===== config.mk =====
export PLATFORM = sky130hd
export DESIGN_NAME = loanio_uart
export DESIGN_NICKNAME = d
export VERILOG_FILES = /design/src/rtl/loanio_uart_pkg.sv /design/src/rtl/loanio_uart_rx_fifo.sv /design/src/rtl/loanio_uart.sv
export SDC_FILE = /design/constraint.sdc
export NUM_CORES = 1
export LEC_CHECK = 0
export BUFFER_PORTS_ARGS = -buffer_cell sky130_fd_sc_hd__buf_2
export CAP_MARGIN = 10
export CORE_MARGIN = 2
export CORE_UTILIZATION = 41
export DETAILED_ROUTE_END_ITERATION = 16
export GPL_TIMING_DRIVEN = 0
export PLACE_DENSITY = 0.78
export SYNTH_ARGS = -nofsm -noshare
export SYNTH_HDL_FRONTEND = slang
export SYNTH_SLANG_ARGS = --single-unit

===== constraint.sdc =====
create_clock -name clk_clk -period 2 [get_ports clk_clk]
set_clock_uncertainty 0.15 [all_clocks]
set_input_delay 0 -clock clk_clk [delete_from_list [all_inputs] [get_ports clk_clk]]
set_output_delay 0 -clock clk_clk [all_outputs]
set_load 0.01 [all_outputs]

===== src/rtl/loanio_uart_pkg.sv =====
// Shared types and helpers for loanio_uart: parity modes, TX/RX FSM states, divisor and parity functions.
package loanio_uart_pkg;

  typedef enum logic [1:0] {
    PAR_NONE = 2'd0,
    PAR_ODD  = 2'd1,
    PAR_EVEN = 2'd2
  } par_mode_e;

  typedef enum logic [2:0] {
    TX_IDLE,
    TX_START,
    TX_DATA,
    TX_PAR,
    TX_STOP
  } tx_state_e;

  typedef enum logic [2:0] {
    RX_IDLE,
    RX_START,
    RX_DATA,
    RX_PAR,
    RX_STOP
  } rx_state_e;

  function automatic int uart_div(input int clk_hz, input int baud);
    return (clk_hz + baud / 2) / baud;
  endfunction

  // Parity bit to transmit for zero-extended data; odd mode makes data+parity carry an odd count of ones.
  function automatic logic uart_par(input logic [8:0] data, input par_mode_e mode);
    case (mode)
      PAR_ODD:  return ~(^data);
      PAR_EVEN: return ^data;
      default:  return 1'b0;
    endcase
  endfunction

endpackage


===== src/rtl/loanio_uart_rx_fifo.sv =====
// First-word-fall-through RX FIFO, zero read latency; a push while full is refused unless a pop frees space
// in the same cycle. DEPTH must be a power of two >= 2.
module loanio_uart_rx_fifo #(
  parameter int W     = 8,
  parameter int DEPTH = 16
) (
  input  logic         clk_clk,
  input  logic         reset_reset_n,
  input  logic         push_vld,
  input  logic [W-1:0] push_dat,
  input  logic         pop_rdy,
  output logic [W-1:0] pop_dat,
  output logic         full,
  output logic         empty
);

  localparam int AW = $clog2(DEPTH);
  localparam int PW = AW + 1;

  logic [AW:0]  wr_ptr_q, wr_ptr_d, rd_ptr_q, rd_ptr_d;
  logic [W-1:0] mem_q [DEPTH];
  logic         wr_en, rd_en;

  assign empty   = (wr_ptr_q == rd_ptr_q);
  assign full    = (wr_ptr_q[AW] != rd_ptr_q[AW]) && (wr_ptr_q[AW-1:0] == rd_ptr_q[AW-1:0]);
  assign rd_en   = pop_rdy & ~empty;
  assign wr_en   = push_vld & (~full | rd_en);
  assign pop_dat = mem_q[rd_ptr_q[AW-1:0]];

  always_comb begin
    wr_ptr_d = wr_ptr_q;
    rd_ptr_d = rd_ptr_q;
    if (wr_en) wr_ptr_d = wr_ptr_q + PW'(1);
    if (rd_en) rd_ptr_d = rd_ptr_q + PW'(1);
  end

  always_ff @(posedge clk_clk or negedge reset_reset_n) begin
    if (!reset_reset_n) begin
      wr_ptr_q <= '0;
      rd_ptr_q <= '0;
    end else begin
      wr_ptr_q <= wr_ptr_d;
      rd_ptr_q <= rd_ptr_d;
    end
  end

  always_ff @(posedge clk_clk) begin
    if (wr_en) mem_q[wr_ptr_q[AW-1:0]] <= push_dat;
  end

endmodule


===== src/rtl/loanio_uart.sv =====
// Fabric UART on HPS loan-I/O pins: TX line registered (low 1 clk after the edge after handshake), rx_valid 1 clk
// after stop sample; tx_ready only when idle, RX full drops+flags overrun. LOANIO_UART_RX_FIFO_EN selects FIFO vs holding reg.
module loanio_uart
  import loanio_uart_pkg::*;
#(
  parameter int CLK_HZ     = 50_000_000,
  parameter int BAUD       = 115200,
  parameter int DATA_BITS  = 8,
  parameter int PARITY     = 0,
  parameter int STOP_BITS  = 1,
  parameter int LOAN_W     = 67,
  parameter int TX_PIN     = 49,
  parameter int RX_PIN     = 50,
  parameter int FIFO_DEPTH = 16
) (
  input  logic                 clk_clk,
  input  logic                 reset_reset_n,
  input  logic [DATA_BITS-1:0] tx_data,
  input  logic                 tx_valid,
  output logic                 tx_ready,
  output logic [DATA_BITS-1:0] rx_data,
  output logic                 rx_valid,
  input  logic                 rx_ready,
  output logic                 rx_frame_err,
  output logic                 rx_parity_err,
  output logic                 rx_overrun,
  input  logic                 rx_err_clr,
  input  logic [LOAN_W-1:0]    loan_io_in,
  output logic [LOAN_W-1:0]    loan_io_out,
  output logic [LOAN_W-1:0]    loan_io_oe
);

  localparam int              DIV      = uart_div(CLK_HZ, BAUD);
  localparam int              CW       = $clog2(STOP_BITS * DIV + 1);
  localparam logic [CW-1:0]   BIT_END  = CW'(DIV - 1);
  localparam logic [CW-1:0]   HALF_END = CW'(DIV / 2 - 1);
  localparam logic [CW-1:0]   STOP_END = CW'(STOP_BITS * DIV - 1);
  localparam logic [3:0]      LAST_BIT = 4'(DATA_BITS - 1);
  localparam par_mode_e       PMODE    = par_mode_e'(PARITY);

  tx_state_e              tx_state_q, tx_state_d;
  logic [CW-1:0]          tx_cnt_q, tx_cnt_d;
  logic [3:0]             tx_bit_q, tx_bit_d;
  logic [DATA_BITS-1:0]   tx_shr_q, tx_shr_d;
  logic                   tx_par_q, tx_par_d;
  logic                   tx_line_q, tx_line_d;

  rx_state_e              rx_state_q, rx_state_d;
  logic [CW-1:0]          rx_cnt_q, rx_cnt_d;
  logic [3:0]             rx_bit_q, rx_bit_d;
  logic [DATA_BITS-1:0]   rx_shr_q, rx_shr_d;
  logic                   rx_pbit_q, rx_pbit_d;
  logic                   rx_meta_q, rx_sync_q, rx_prev_q;
  logic                   rx_push, rx_pop, rx_drop;
  logic [DATA_BITS-1:0]   buf_dat;
  logic                   ferr_q, ferr_d, perr_q, perr_d, ovr_q, ovr_d;
  logic                   unused_loan_in;

  assign unused_loan_in = ^loan_io_in;
  assign tx_ready       = (tx_state_q == TX_IDLE);

  always_comb begin
    loan_io_out         = '0;
    loan_io_out[TX_PIN] = tx_line_q;
    loan_io_oe          = '0;
    loan_io_oe[TX_PIN]  = 1'b1;
  end

  // Line value follows the current state, so it lags the state register by exactly one clock.
  always_comb begin
    tx_state_d = tx_state_q;
    tx_cnt_d   = tx_cnt_q + CW'(1);
    tx_bit_d   = tx_bit_q;
    tx_shr_d   = tx_shr_q;
    tx_par_d   = tx_par_q;
    tx_line_d  = 1'b1;
    case (tx_state_q)
      TX_IDLE: begin
        tx_cnt_d = '0;
        if (tx_valid) begin
          tx_shr_d   = tx_data;
          tx_par_d   = uart_par(9'(tx_data), PMODE);
          tx_state_d = TX_START;
        end
      end
      TX_START: begin
        tx_line_d = 1'b0;
        if (tx_cnt_q == BIT_END) begin
          tx_cnt_d   = '0;
          tx_bit_d   = '0;
          tx_state_d = TX_DATA;
        end
      end
      TX_DATA: begin
        tx_line_d = tx_shr_q[0];
        if (tx_cnt_q == BIT_END) begin
          tx_cnt_d = '0;
          tx_shr_d = tx_shr_q >> 1;
          tx_bit_d = tx_bit_q + 4'd1;
          if (tx_bit_q == LAST_BIT) tx_state_d = (PMODE == PAR_NONE) ? TX_STOP : TX_PAR;
        end
      end
      TX_PAR: begin
        tx_line_d = tx_par_q;
        if (tx_cnt_q == BIT_END) begin
          tx_cnt_d   = '0;
          tx_state_d = TX_STOP;
        end
      end
      TX_STOP: begin
        if (tx_cnt_q == STOP_END) begin
          tx_cnt_d   = '0;
          tx_state_d = TX_IDLE;
        end
      end
      default: tx_state_d = TX_IDLE;
    endcase
  end

  always_comb begin
    rx_state_d = rx_state_q;
    rx_cnt_d   = rx_cnt_q + CW'(1);
    rx_bit_d   = rx_bit_q;
    rx_shr_d   = rx_shr_q;
    rx_pbit_d  = rx_pbit_q;
    rx_push    = 1'b0;
    case (rx_state_q)
      RX_IDLE: begin
        rx_cnt_d = '0;
        if (rx_prev_q && !rx_sync_q) rx_state_d = RX_START;
      end
      RX_START: begin
        if (rx_cnt_q == HALF_END) begin
          rx_cnt_d   = '0;
          rx_bit_d   = '0;
          rx_state_d = rx_sync_q ? RX_IDLE : RX_DATA;
        end
      end
      RX_DATA: begin
        if (rx_cnt_q == BIT_END) begin
          rx_cnt_d = '0;
          rx_shr_d = {rx_sync_q, rx_shr_q[DATA_BITS-1:1]};
          rx_bit_d = rx_bit_q + 4'd1;
          if (rx_bit_q == LAST_BIT) rx_state_d = (PMODE == PAR_NONE) ? RX_STOP : RX_PAR;
        end
      end
      RX_PAR: begin
        if (rx_cnt_q == BIT_END) begin
          rx_cnt_d   = '0;
          rx_pbit_d  = rx_sync_q;
          rx_state_d = RX_STOP;
        end
      end
      RX_STOP: begin
        if (rx_cnt_q == BIT_END) begin
          rx_cnt_d   = '0;
          rx_push    = 1'b1;
          rx_state_d = RX_IDLE;
        end
      end
      default: rx_state_d = RX_IDLE;
    endcase
  end

  assign rx_pop  = rx_valid & rx_ready;
  assign rx_data = rx_valid ? buf_dat : '0;

`ifdef LOANIO_UART_RX_FIFO_EN
  logic fifo_full, fifo_empty;

  loanio_uart_rx_fifo #(
    .W     (DATA_BITS),
    .DEPTH (FIFO_DEPTH)
  ) u_rx_fifo (
    .clk_clk       (clk_clk),
    .reset_reset_n (reset_reset_n),
    .push_vld      (rx_push),
    .push_dat      (rx_shr_q),
    .pop_rdy       (rx_ready),
    .pop_dat       (buf_dat),
    .full          (fifo_full),
    .empty         (fifo_empty)
  );

  assign rx_valid = ~fifo_empty;
  assign rx_drop  = rx_push & fifo_full & ~rx_pop;
`else
  localparam int unused_fifo_depth = FIFO_DEPTH;
  logic                 hold_vld_q, hold_vld_d;
  logic [DATA_BITS-1:0] hold_dat_q, hold_dat_d;

  always_comb begin
    hold_vld_d = hold_vld_q;
    hold_dat_d = hold_dat_q;
    if (rx_pop) hold_vld_d = 1'b0;
    if (rx_push && (!hold_vld_q || rx_pop)) begin
      hold_vld_d = 1'b1;
      hold_dat_d = rx_shr_q;
    end
  end

  always_ff @(posedge clk_clk or negedge reset_reset_n) begin
    if (!reset_reset_n) begin
      hold_vld_q <= 1'b0;
      hold_dat_q <= '0;
    end else begin
      hold_vld_q <= hold_vld_d;
      hold_dat_q <= hold_dat_d;
    end
  end

  assign rx_valid = hold_vld_q;
  assign buf_dat  = hold_dat_q;
  assign rx_drop  = rx_push & hold_vld_q & ~rx_pop;
`endif

  // A clear in the same cycle as an error wins, so software never loses a clear to a racing set.
  always_comb begin
    ferr_d = rx_err_clr ? 1'b0 : (ferr_q | (rx_push & ~rx_sync_q));
    perr_d = rx_err_clr ? 1'b0 :
             (perr_q | (rx_push & (PMODE != PAR_NONE) & (rx_pbit_q != uart_par(9'(rx_shr_q), PMODE))));
    ovr_d  = rx_err_clr ? 1'b0 : (ovr_q | rx_drop);
  end

  assign rx_frame_err  = ferr_q;
  assign rx_parity_err = perr_q;
  assign rx_overrun    = ovr_q;

  always_ff @(posedge clk_clk or negedge reset_reset_n) begin
    if (!reset_reset_n) begin
      tx_state_q <= TX_IDLE;
      tx_cnt_q   <= '0;
      tx_bit_q   <= '0;
      tx_shr_q   <= '0;
      tx_par_q   <= 1'b0;
      tx_line_q  <= 1'b1;
      rx_state_q <= RX_IDLE;
      rx_cnt_q   <= '0;
      rx_bit_q   <= '0;
      rx_shr_q   <= '0;
      rx_pbit_q  <= 1'b0;
      rx_meta_q  <= 1'b1;
      rx_sync_q  <= 1'b1;
      rx_prev_q  <= 1'b1;
      ferr_q     <= 1'b0;
      perr_q     <= 1'b0;
      ovr_q      <= 1'b0;
    end else begin
      tx_state_q <= tx_state_d;
      tx_cnt_q   <= tx_cnt_d;
      tx_bit_q   <= tx_bit_d;
      tx_shr_q   <= tx_shr_d;
      tx_par_q   <= tx_par_d;
      tx_line_q  <= tx_line_d;
      rx_state_q <= rx_state_d;
      rx_cnt_q   <= rx_cnt_d;
      rx_bit_q   <= rx_bit_d;
      rx_shr_q   <= rx_shr_d;
      rx_pbit_q  <= rx_pbit_d;
      rx_meta_q  <= loan_io_in[RX_PIN];
      rx_sync_q  <= rx_meta_q;
      rx_prev_q  <= rx_sync_q;
      ferr_q     <= ferr_d;
      perr_q     <= perr_d;
      ovr_q      <= ovr_d;
    end
  end

endmodule

==> After elaboration in Yosys (flattened, before gate mapping) <==
Cells that the tools add are included.
{ "word_totals": {"memories": 0, "wordCells": 110, "out_inout_bits": 147, "romBits": 0, "in_bits": 80, "register_bits": 63, "latch_bits": 0, "ramBits": 0} }
{ "classes": {"n_reduce_logical": 20, "n_eq_ne": 25, "bitwise_logic": 8, "n_addsub": 4, "muxes": 37, "div": 0, "shift": 0, "n_lt_le_gt_ge": 0, "mul": 0} }
{ "op_table": {"columns": ["operator", "n"], "rows": [
  ["3-bit two-way mux", 12],
  ["3-bit one-hot mux with 5 select lines", 2],
  ["9-bit two-way mux", 3],
  ["9-bit one-hot mux with 3 select lines", 1],
  ["8-bit two-way mux", 3],
  ["2-bit != test (second input constant)", 12],
  ["9-bit by 1-bit adder with 9-bit output (second input constant)", 2],
  ["9-bit == test (second input constant)", 2],
  ["9-bit one-hot mux with 2 select lines", 1],
  ["4-bit two-way mux", 4],
  ["4-bit one-hot mux with 2 select lines", 2],
  ["8-bit one-hot mux with 2 select lines", 1],
  ["3-bit by 2-bit == test with 1-bit output (second input constant)", 4],
  ["6-bit AND reduction", 2],
  ["9-bit by 8-bit == test with 1-bit output (second input constant)", 1],
  ["3-bit AND reduction", 3],
  ["4-bit by 1-bit adder with 4-bit output (second input constant)", 2],
  ["4-bit by 3-bit == test with 1-bit output (second input constant)", 2],
  ["2-bit nonzero test", 4],
  ["3-bit by 1-bit == test with 1-bit output (second input constant)", 2],
  ["3-bit == test (second input constant)", 2],
  ["3-bit zero test", 2],
  ["1-bit two-way mux", 6],
  ["1-bit bitwise AND", 4],
  ["other kinds (11)", 15]
]} }

==> Logic depth before layout (Yosys ltp) <==
Gate-level depths: netlist (run 1).
{ "logic_depth": {"ltp_word": 7, "depth_mapped": 7} }

==> Worst setup path after synthesis (run 1) <==
No wires, ideal clock.
{ "synth_timing": {"path_type": "reg-to-reg", "start": "register rx_cnt_q[1]", "end": "register rx_shr_q[0]", "setup_ps": 125, "setup_slack_ps": -142, "path_stages_with_launch": 8, "required_ps": 1725, "arrival_ps": 1868, "n_path_buf": 1, "cell_sequence": "dfrtp_1 -> inv_1 -> ha_1 -> nand4b_1 -> nor3_2 -> nor3b_4 -> buf_6 -> mux2_2"} }
{ "synth_via": {"elab_chain_cells": 2} }
{ "synth_lines": {"columns": ["element", "line", "rtl"], "rows": [
  ["start, declared", "loanio_uart.sv:49", "logic [CW-1:0] rx_cnt_q, rx_cnt_d;"],
  ["start signal, assigned", "loanio_uart.sv:256", "rx_cnt_q <= rx_cnt_d;"],
  ["9-bit == test", "loanio_uart.sv:140", "if (rx_cnt_q == BIT_END) begin"],
  ["2-bit AND reduction (no line)", null, null],
  ["end signal, assigned", "loanio_uart.sv:258", "rx_shr_q <= rx_shr_d;"],
  ["end, declared", "loanio_uart.sv:51", "logic [DATA_BITS-1:0] rx_shr_q, rx_shr_d;"]
]} }
No other way between the ends.
A chain may end at the register's enable or synchronous reset.

==> Worst setup path in the final report (run 1) <==
{ "layout_timing": {"start": "register rx_cnt_q[1]", "end": "register rx_bit_q[2]"} }
{ "layout_via": {"elab_chain_cells": 3} }
{ "layout_lines": {"columns": ["element", "line", "rtl"], "rows": [
  ["9-bit == test or 9-bit by 8-bit == test with 1-bit output (tied branches)", "loanio_uart.sv:140, loanio_uart.sv:133", null],
  ["2-bit != test (no line)", null, null],
  ["3-bit AND reduction (no line) *", null, null],
  ["end signal, assigned", "loanio_uart.sv:257", "rx_bit_q <= rx_bit_d;"],
  ["end, declared", "loanio_uart.sv:50", "logic [3:0] rx_bit_q, rx_bit_d;"]
]} }
Every way passes the cells marked *; elsewhere a longest branch is shown, timed or not.

==> results.json, run 1 <==
{
  "wirelength_um": 7020,
  "combPwrFrac_pct": 23.6,
  "n_fill_cell": 833,
  "start_util_pct": 41.6,
  "hold_violations": 0,
  "fmax_mhz": 466,
  "die_area_um2": 10500,
  "critPathMaxStageDelay_ns": 0.53,
  "clk_latency_ns": 0.34,
  "p_int_mw": 2.42,
  "ant_nets": 0,
  "wl_per_cell_um": 9.55,
  "first_iter_violations": 72,
  "crit_chain": "inv_2 > ha_4 > nand4b_1 > or4b_1 > a211o_1 > a221o_1",
  "cts_max_level": 3,
  "synth_seq_area_share_pct": 39.6,
  "cts_root_buf": "clkbuf_8",
  "synth_area_leader_cell": "dfrtp_1",
  "worst_pin_slew_ns": 0.670,
  "grt_pass1_vias": 2575,
  "setup_violations": 13,
  "layout_common_cells": "buf_4, conb_1, dfrtp_1",
  "io_pins": 227,
  "gp_congestion": 0.840,
  "timing.hold.ws_ns": 0.0871,
  "synth-edff-count": 0,
  "cp_max_fo": 4,
  "areaGrowthSynthToFinish_pct": 32.5,
  "critPathTopFamily": "compound AO/OA/AOI/OAI gates",
  "netlist-cell-type-count": 57,
  "pre_cts_slack_ns": -0.295,
  "power_switching_share_pct": 29.3,
  "vias": 2875,
  "fin_ws_ns": -0.147,
  "power_frac_seq_pct": 45.7,
  "netlist.area_leader.share_pct": 37.0,
  "arrival_ns": 2.23,
  "report.final.slew_viol_count": 0,
  "diodes": 0,
  "p_sw_mw": 1.00,
  "cp-end-kind": "flip-flop",
  "die_h_um": 103,
  "antenna_found_initial": 0,
  "ys.warnings.count": 0,
  "final.setup.tns_ns": -1.08,
  "rsz0062_at_grt": "yes",
  "io_buffers": 26,
  "grt_pass1_wl_um": 10900,
  "maxCapViolations": 0,
  "stdcell_area_um2": 5290,
  "leakage_nw": 2.90,
  "placed_area_um2": 4810,
  "synth_area_leaders": "dfrtp_1, buf_4, mux2_2",
  "grt_max_degree": 35,
  "cp_slowest_cell": "or4b_1",
  "synth-seq-cells": 63,
  "period_share_pct": 107,
  "final_nets": 684,
  "worst-path-buf-inv": 1,
  "min_period_ns": 2.15,
  "final_common_cell": "buf_4",
  "status": "finished with violations",
  "violations": "negative setup slack",
  "clk_pin_slew_ns": 0.07,
  "cts_buffers": 9,
  "synth_flop_cell": "dfrtp_1",
  "clockBufferDepth": 2,
  "dp.final_hpwl_um": 5030,
  "vdd_drop_max_uv": 430,
  "num_rows": 36,
  "drc": 0,
  "dieWidth_um": 103,
  "post_route_cells_drive_above_1_share_pct": 38.7,
  "cp.required_ns": 2.08,
  "slew_headroom_pct": 55.4,
  "viasPerCell": 3.91,
  "clockPowerShare_pct": 30.7,
  "synthArstFlopShare_pct": 100,
  "path_class": "reg -> reg",
  "grt.total_usage_pct": 13.1,
  "cts_tree": "yes",
  "drt_first_pass_iters": 4,
  "p_per_area_nw_per_um2": 646,
  "ff2ff_setup_slack_ns": -0.15,
  "cts.sinks": 63,
  "core_um2": 9590,
  "grt_overflow_total": 0,
  "start_kind": "flip-flop",
  "netlist_area_um2": 3990,
  "syn_area_per_cell_um2": 9.83,
  "min-delay-path-class": "in -> async",
  "syn_inst": 406
}
-- worst paths after layout --
path,from,to,depth (start not counted)
setup / recovery,rx_cnt_q[1],rx_bit_q[2],6
hold / removal,reset_reset_n,rx_cnt_q[7],2
setup reg to reg,rx_cnt_q[1],rx_bit_q[2],6
hold reg to reg,rx_meta_q,rx_sync_q,0
max in group asynchronous,reset_reset_n,tx_line_q,3
min in group clk_clk,loan_io_in[50],rx_meta_q,2
-- cell usage after synthesis (all sizes together) (2+ instances only) --
cell,count
nand2,16
nand2b,3
conb,2
inv,10
a22o,3
o311ai,2
nand4b,2
nand4,4
o22ai,8
dfstp,4
and3,4
ha,7
a21boi,2
mux2,17
or3,2
nand3,15
clkbuf,6
buf,138
nor3,2
o21ba,7
nor2b,3
and2,8
dfrtp,59
xnor2,10
o21ai,8
a21oi,3
o31ai,2
xor2,5
nor2,33
-- per-stage QoR --
step	utilization, %	instances	power (mW)
global placement	49.9	697	2.27
global route	55.1	735	3.64
detailed placement	50.1	698	2.31
floorplan	-	538	2.16
CTS	54.8	734	3.44
finish	55.1	735	3.42
-- power groups by stage --
stage	clock network, mW	logic (mW)	registers, mW
after CTS	1.08	0.797	1.56
final	1.05	0.806	1.56
after detailed placement	0	0.737	1.58
after global placement	0	0.707	1.57
after global routing	1.14	0.918	1.58
after floorplan	0	0.626	1.54
-- layer usage --
layer	share of wire, %	global-route usage [%]	vias up
li1	-	-	1478
met4	1.4	3.79	0
met1	41	14.7	1286
met3	6.0	4.00	13
met2	52	23.7	98
met5	0	0	-
-- cell families (layout without fill, tap and decap cells) --
logic type,Yosys count,count (layout),share of synthesized area [%]
AOI/OAI and AO/OA,47,47,8.81
xor gates and xnor gates,15,15,3.29
adders and majority gates,7,7,2.19
buffers and inverters,154,218,27.4
DFF,63,63,39.6
muxes,17,17,4.80
other,2,134,0.188
and+or+nand+nor,101,101,13.6
-- sequential cells by signal, indices dropped and copies added, names as in the netlist --
register / cells
tx_bit_q: 4
rx_shr_q: 8
tx_cnt_q: 9
tx_line_q: 1
rx_frame_err: 1
rx_valid: 1
rx_prev_q: 1
rx_overrun: 1
rx_cnt_q: 9
tx_shr_q: 8
rx_meta_q: 1
rx_state_q: 3
rx_bit_q: 4
tx_state_q: 3
rx_sync_q: 1
buf_dat: 8
-- cell type report --
cell class	instances	area (um^2)	area share, %
Inverter	10	37.5	0.710
Clock inverter	2	12.5	0.237
Tap cell	133	166	3.15
Sequential cell	63	1580	29.9
Timing Repair Buffer	49	355	6.72
Multi-Input combinational cell	321	1890	35.8
Buffer	143	1060	20.0
Clock buffer	14	183	3.46
-- repair_timing --
item	CTS	global route
resized for setup	17	7
setup buffers	8	1
endpoints found under the hold margin	42	0
hold buffers	13	0
pin swaps	6	4
endpoints found under the setup margin	38	47
(Power assumes the default switching activity.)
==> run 2: changes to the inputs <==
--- a/config.mk
+++ b/config.mk
@@ -14,2 +14,3 @@
 export PLACE_DENSITY = 0.78
+export SKIP_CTS_REPAIR_TIMING = 1
 export SYNTH_ARGS = -nofsm -noshare
--- a/constraint.sdc
+++ b/constraint.sdc
@@ -4,2 +4,2 @@
 set_output_delay 0 -clock clk_clk [all_outputs]
-set_load 0.01 [all_outputs]
+set_load 0.1 [all_outputs]
==> run 2 against run 1 <==
  * The flow still finishes with violations (negative setup slack)
  * Non-clock buffer count fell by 1
  * Global-route usage fell by 0.65 points
  * Critical path depth did not move
  * Fmax fell by 7.0%
  * Wire length rose by 2.4%
  * Power rose by 36%
  * Sequential power barely moved
  * Register-to-register slack got worse by 0.16 ns
  * Core utilization rose by 0.50 points
  * Cell count fell by 0.14%
  * Sequential share of layout area fell by 0.24 points
  * Critical path type unchanged
  * Largest cell class unchanged
  * Highest routed layer unchanged
==> results.json, run 2 (synthesis gave the netlist of run 1 again) <==
{
  "status": "finished with violations",
  "violations": "negative setup slack",
  "arrival_ns": 2.39,
  "first_iter_violations": 74,
  "start_kind": "flip-flop",
  "power_frac_seq_pct": 33.6,
  "vias": 2929,
  "clk_pin_slew_ns": 0.08,
  "path_class": "reg -> reg",
  "viasPerCell": 3.99,
  "cts_buffers": 9,
  "combPwrFrac_pct": 39.2,
  "diodes": 0,
  "power_switching_share_pct": 44.4,
  "cts_tree": "yes",
  "cts_root_buf": "clkbuf_8",
  "p_sw_mw": 2.06,
  "wl_per_cell_um": 9.79,
  "reg_top3": "rx_cnt_q x9, tx_cnt_q x9",
  "wirelength_um": 7190,
  "fmax_mhz": 433,
  "final_nets": 683,
  "num_rows": 36,
  "min-delay-path-class": "in -> async",
  "clk_latency_ns": 0.35,
  "critPathLaunch": "rx_cnt_q[1]",
  "drt_first_pass_iters": 4,
  "die_h_um": 103,
  "dieWidth_um": 103,
  "r2r-start": "rx_cnt_q[1]",
  "grt.total_usage_pct": 12.4,
  "dp.final_hpwl_um": 5160,
  "start_util_pct": 41.6,
  "gp_congestion": 0.808,
  "fin_ws_ns": -0.309,
  "final_common_cell": "buf_4",
  "die_area_um2": 10500,
  "grt_overflow_total": 0,
  "vdd_drop_max_uv": 543,
  "setup_violations": 20,
  "areaGrowthSynthToFinish_pct": 33.7,
  "core_um2": 9590,
  "placed_area_um2": 4840,
  "antenna_found_initial": 0,
  "cts_max_level": 3,
  "drc": 0,
  "p_per_area_nw_per_um2": 871,
  "clockPowerShare_pct": 27.2,
  "rsz0062_at_grt": "yes",
  "post_route_cells_drive_above_1_share_pct": 39.6,
  "min_period_ns": 2.31,
  "cp_max_fo": 4,
  "p_int_mw": 2.59,
  "cp.required_ns": 2.08,
  "grt_pass1_vias": 2442,
  "grt_max_degree": 38,
  "grt_pass1_wl_um": 10300,
  "io_buffers": 26,
  "leakage_nw": 2.91,
  "cts.sinks": 63,
  "report.final.slew_viol_count": 0,
  "io_pins": 227,
  "layout_common_cells": "buf_4, conb_1, dfrtp_1",
  "cp-end-kind": "flip-flop",
  "stdcell_area_um2": 5330,
  "hold_violations": 0,
  "maxCapViolations": 0,
  "final.setup.tns_ns": -3.35,
  "slew_headroom_pct": 58.7,
  "worst_pin_slew_ns": 0.619,
  "clockBufferDepth": 2,
  "period_share_pct": 115,
  "ant_nets": 0
}
[run 2: final timing paths]
| path | depth (start not counted) | endpoint | slack (ns) |
|---|---|---|---|
| max reg2reg | 6 | rx_bit_q[2] | -0.31 |
| max in group asynchronous | 3 | rx_prev_q | 0.97 |
| max | 6 | rx_bit_q[2] | -0.31 |
| min in group clk_clk | 2 | rx_meta_q | 0.17 |
| min reg2reg | 0 | rx_sync_q | 0.21 |
| min | 2 | rx_cnt_q[4] | 0.05 |
[run 2: layout make-up]
class / instances / area, um^2
Tap cell: 133 / 166
Multi-Input combinational cell: 321 / 1900
Inverter: 10 / 37.5
Clock inverter: 6 / 92.6
Sequential cell: 63 / 1580
Clock buffer: 10 / 138
Timing Repair Buffer: 48 / 348
Fill cell: 849 / 4260
Buffer: 143 / 1060
[run 2: routing by layer]
layer	GRT usage [%]	share of wire, %
met1	13.9	38
met5	0	0
met3	5.49	7.8
met4	3.59	1.0
met2	21.4	53
[run 2: power groups by stage]
stage	clock [mW]	combinational, mW	sequential (mW)
global route	1.35	1.92	1.58
global placement	0	1.72	1.56
floorplan	0	1.64	1.54
detailed placement	0	1.75	1.57
finish	1.26	1.82	1.56
CTS	1.30	1.75	1.55
[run 2: worst max-delay path, stage by stage, from the launching register on]
cell and delay, ns:
dfrtp_1 0.41, inv_2 0.09, ha_4 0.13, nand4b_1 0.17
or4b_1 0.55, a211o_1 0.37, a221o_1 0.33
[run 2: per-stage QoR]
stage	std cells	util, %	worst slack [ns]	hold WS, ns	power, mW
4_1_cts	714	52.8	-0.299	-0.489	4.60
2_1_floorplan	538	-	-0.123	-0.446	3.18
3_3_place_gp	697	50.2	-0.233	-0.0425	3.29
3_5_place_dp	698	50.4	-0.288	-0.0965	3.33
6_report	734	55.6	-0.309	0.0495	4.65
5_1_grt	734	55.6	-0.354	0.0978	4.85
==> run 3: changes to the inputs <==
--- a/constraint.sdc
+++ b/constraint.sdc
@@ -4,2 +4,2 @@
 set_output_delay 0 -clock clk_clk [all_outputs]
-set_load 0.1 [all_outputs]
+set_load 0.02 [all_outputs]
==> run 3 against run 2 <==
  * The flow still finishes with violations (negative setup slack)
  * Global-route usage decreased by 0.26 points
  * Cell count increased by 0.27%
  * Die area unchanged
  * Critical path depth increased by 2
  * Clock power decreased by 17%
  * Via count decreased by 0.65%
  * Combinational power decreased by 50%
  * Register-to-register slack improved by 0.07 ns
==> results.json, run 3 (synthesis gave the netlist of run 1 again) <==
{
  "clk_pin_slew_ns": 0.07,
  "vias": 2910,
  "slew_headroom_pct": 55.4,
  "top_usage_layer": "met2",
  "post_route_cells_drive_above_1_share_pct": 39.0,
  "cts.sinks": 63,
  "min_period_ns": 2.24,
  "setup_violations": 20,
  "drt_first_pass_iters": 4,
  "layout_common_cells": "buf_4, conb_1, dfrtp_1",
  "grt_max_degree": 35,
  "io_buffers": 26,
  "antenna_found_initial": 0,
  "grt_pass1_vias": 2377,
  "drc": 0,
  "worst_pin_slew_ns": 0.669,
  "critPathLaunch": "rx_cnt_q[1]",
  "n_fill_cell": 837,
  "hold_violations": 0,
  "fmax_mhz": 446,
  "grt.total_usage_pct": 12.1,
  "cts_root_buf": "clkbuf_8",
  "wl_per_cell_um": 9.62,
  "cts_buffers": 9,
  "io_pins": 227,
  "r2r-start": "rx_cnt_q[1]",
  "status": "finished with violations",
  "areaGrowthSynthToFinish_pct": 32.3,
  "start_kind": "flip-flop",
  "cts_tree": "yes",
  "dp.cells": 698,
  "vdd_drop_max_uv": 424,
  "final_nets": 685,
  "num_rows": 36,
  "grt_pass1_wl_um": 10100,
  "arrival_ns": 2.32,
  "grt_overflow_total": 0,
  "viasPerCell": 3.95,
  "clockBufferDepth": 2,
  "reg_top3": "rx_cnt_q x9, tx_cnt_q x9",
  "final_common_cell": "buf_4",
  "reg2reg_to": "rx_shr_q[0]",
  "met2_usage_pct": 21.7,
  "seq_area_um2": 1580,
  "dp.final_hpwl_um": 5030,
  "violations": "negative setup slack",
  "report.final.slew_viol_count": 0,
  "gp_congestion": 0.840,
  "dieWidth_um": 103,
  "start_util_pct": 41.6,
  "layoutNonFillerInstCount": 736,
  "leakage_nw": 2.91,
  "p_per_area_nw_per_um2": 666,
  "clk_latency_ns": 0.34,
  "core_um2": 9590,
  "reg2reg_depth": 8,
  "diodes": 0,
  "multi_input_area_um2": 1880,
  "min-delay-path-class": "in -> async",
  "maxCapViolations": 0,
  "die_h_um": 103,
  "die_area_um2": 10500,
  "pre_cts_slack_ns": -0.295,
  "ff2ff_setup_slack_ns": -0.24,
  "ant_nets": 0,
  "fin_ws_ns": -0.242,
  "cp.required_ns": 2.08,
  "wirelength_um": 7080,
  "cp-end-kind": "flip-flop",
  "period_share_pct": 112,
  "cts_max_level": 3,
  "met1_usage_pct": 13.8,
  "path_class": "reg -> reg",
  "first_iter_violations": 58,
  "rsz0062_at_grt": "yes",
  "grt.met3_usage_pct": 4.07,
  "cp_max_fo": 5
}
==> run 3: critical path, cell delays in order, from the launching register on <==
cell      delay, ns
dfrtp_1        0.40
inv_2          0.09
ha_4           0.12
nand4b_1       0.18
nor3_4         0.30
nor3b_4        0.30
buf_6          0.14
buf_4          0.12
mux2_2         0.32
==> run 3: cell type report <==
class | instances | area share [%]
Clock inverter | 2 | 0.237
Clock buffer | 14 | 3.46
Buffer | 143 | 20.0
Sequential cell | 63 | 30.0
Tap cell | 133 | 3.15
Timing Repair Buffer | 50 | 6.80
Inverter | 10 | 0.711
Multi-Input combinational cell | 321 | 35.7
==> run 3: through the flow <==
step	setup TNS [ns]	power [mW]	hold WS (ns)	cell area, um^2	utilization, %
floorplan	-0.325	2.28	-0.446	4490	-
global placement	-3.00	2.39	-0.0426	4790	49.9
detailed placement	-4.33	2.43	-0.0752	4810	50.1
CTS	-5.40	3.49	-0.438	5000	52.2
global route	-4.39	3.73	0.148	5280	55.0
finish	-2.55	3.52	0.0967	5280	55.0
==> run 3: worst max path at each step <==
stage,to,slack (ns)
after floorplan,rx_bit_q[2],-0.10
after global placement,rx_shr_q[6],-0.25
after detailed placement,rx_shr_q[7],-0.29
after CTS,rx_shr_q[7],-0.33
after global routing,rx_shr_q[0],-0.34
final,rx_shr_q[0],-0.24
==> run 3: power by group <==
part,switching [mW],leakage (nW),internal (mW)
sequential,0.141,0.817,1.42
combinational,0.502,1.99,0.404
clock,0.462,0.0987,0.584
==> run 3: per-layer routing <==
layer | up-vias | routed length (um)
li1 | 1474 | -
met1 | 1331 | 2860
met2 | 98 | 3760
met3 | 7 | 436
met4 | 0 | 31
met5 | - | 0
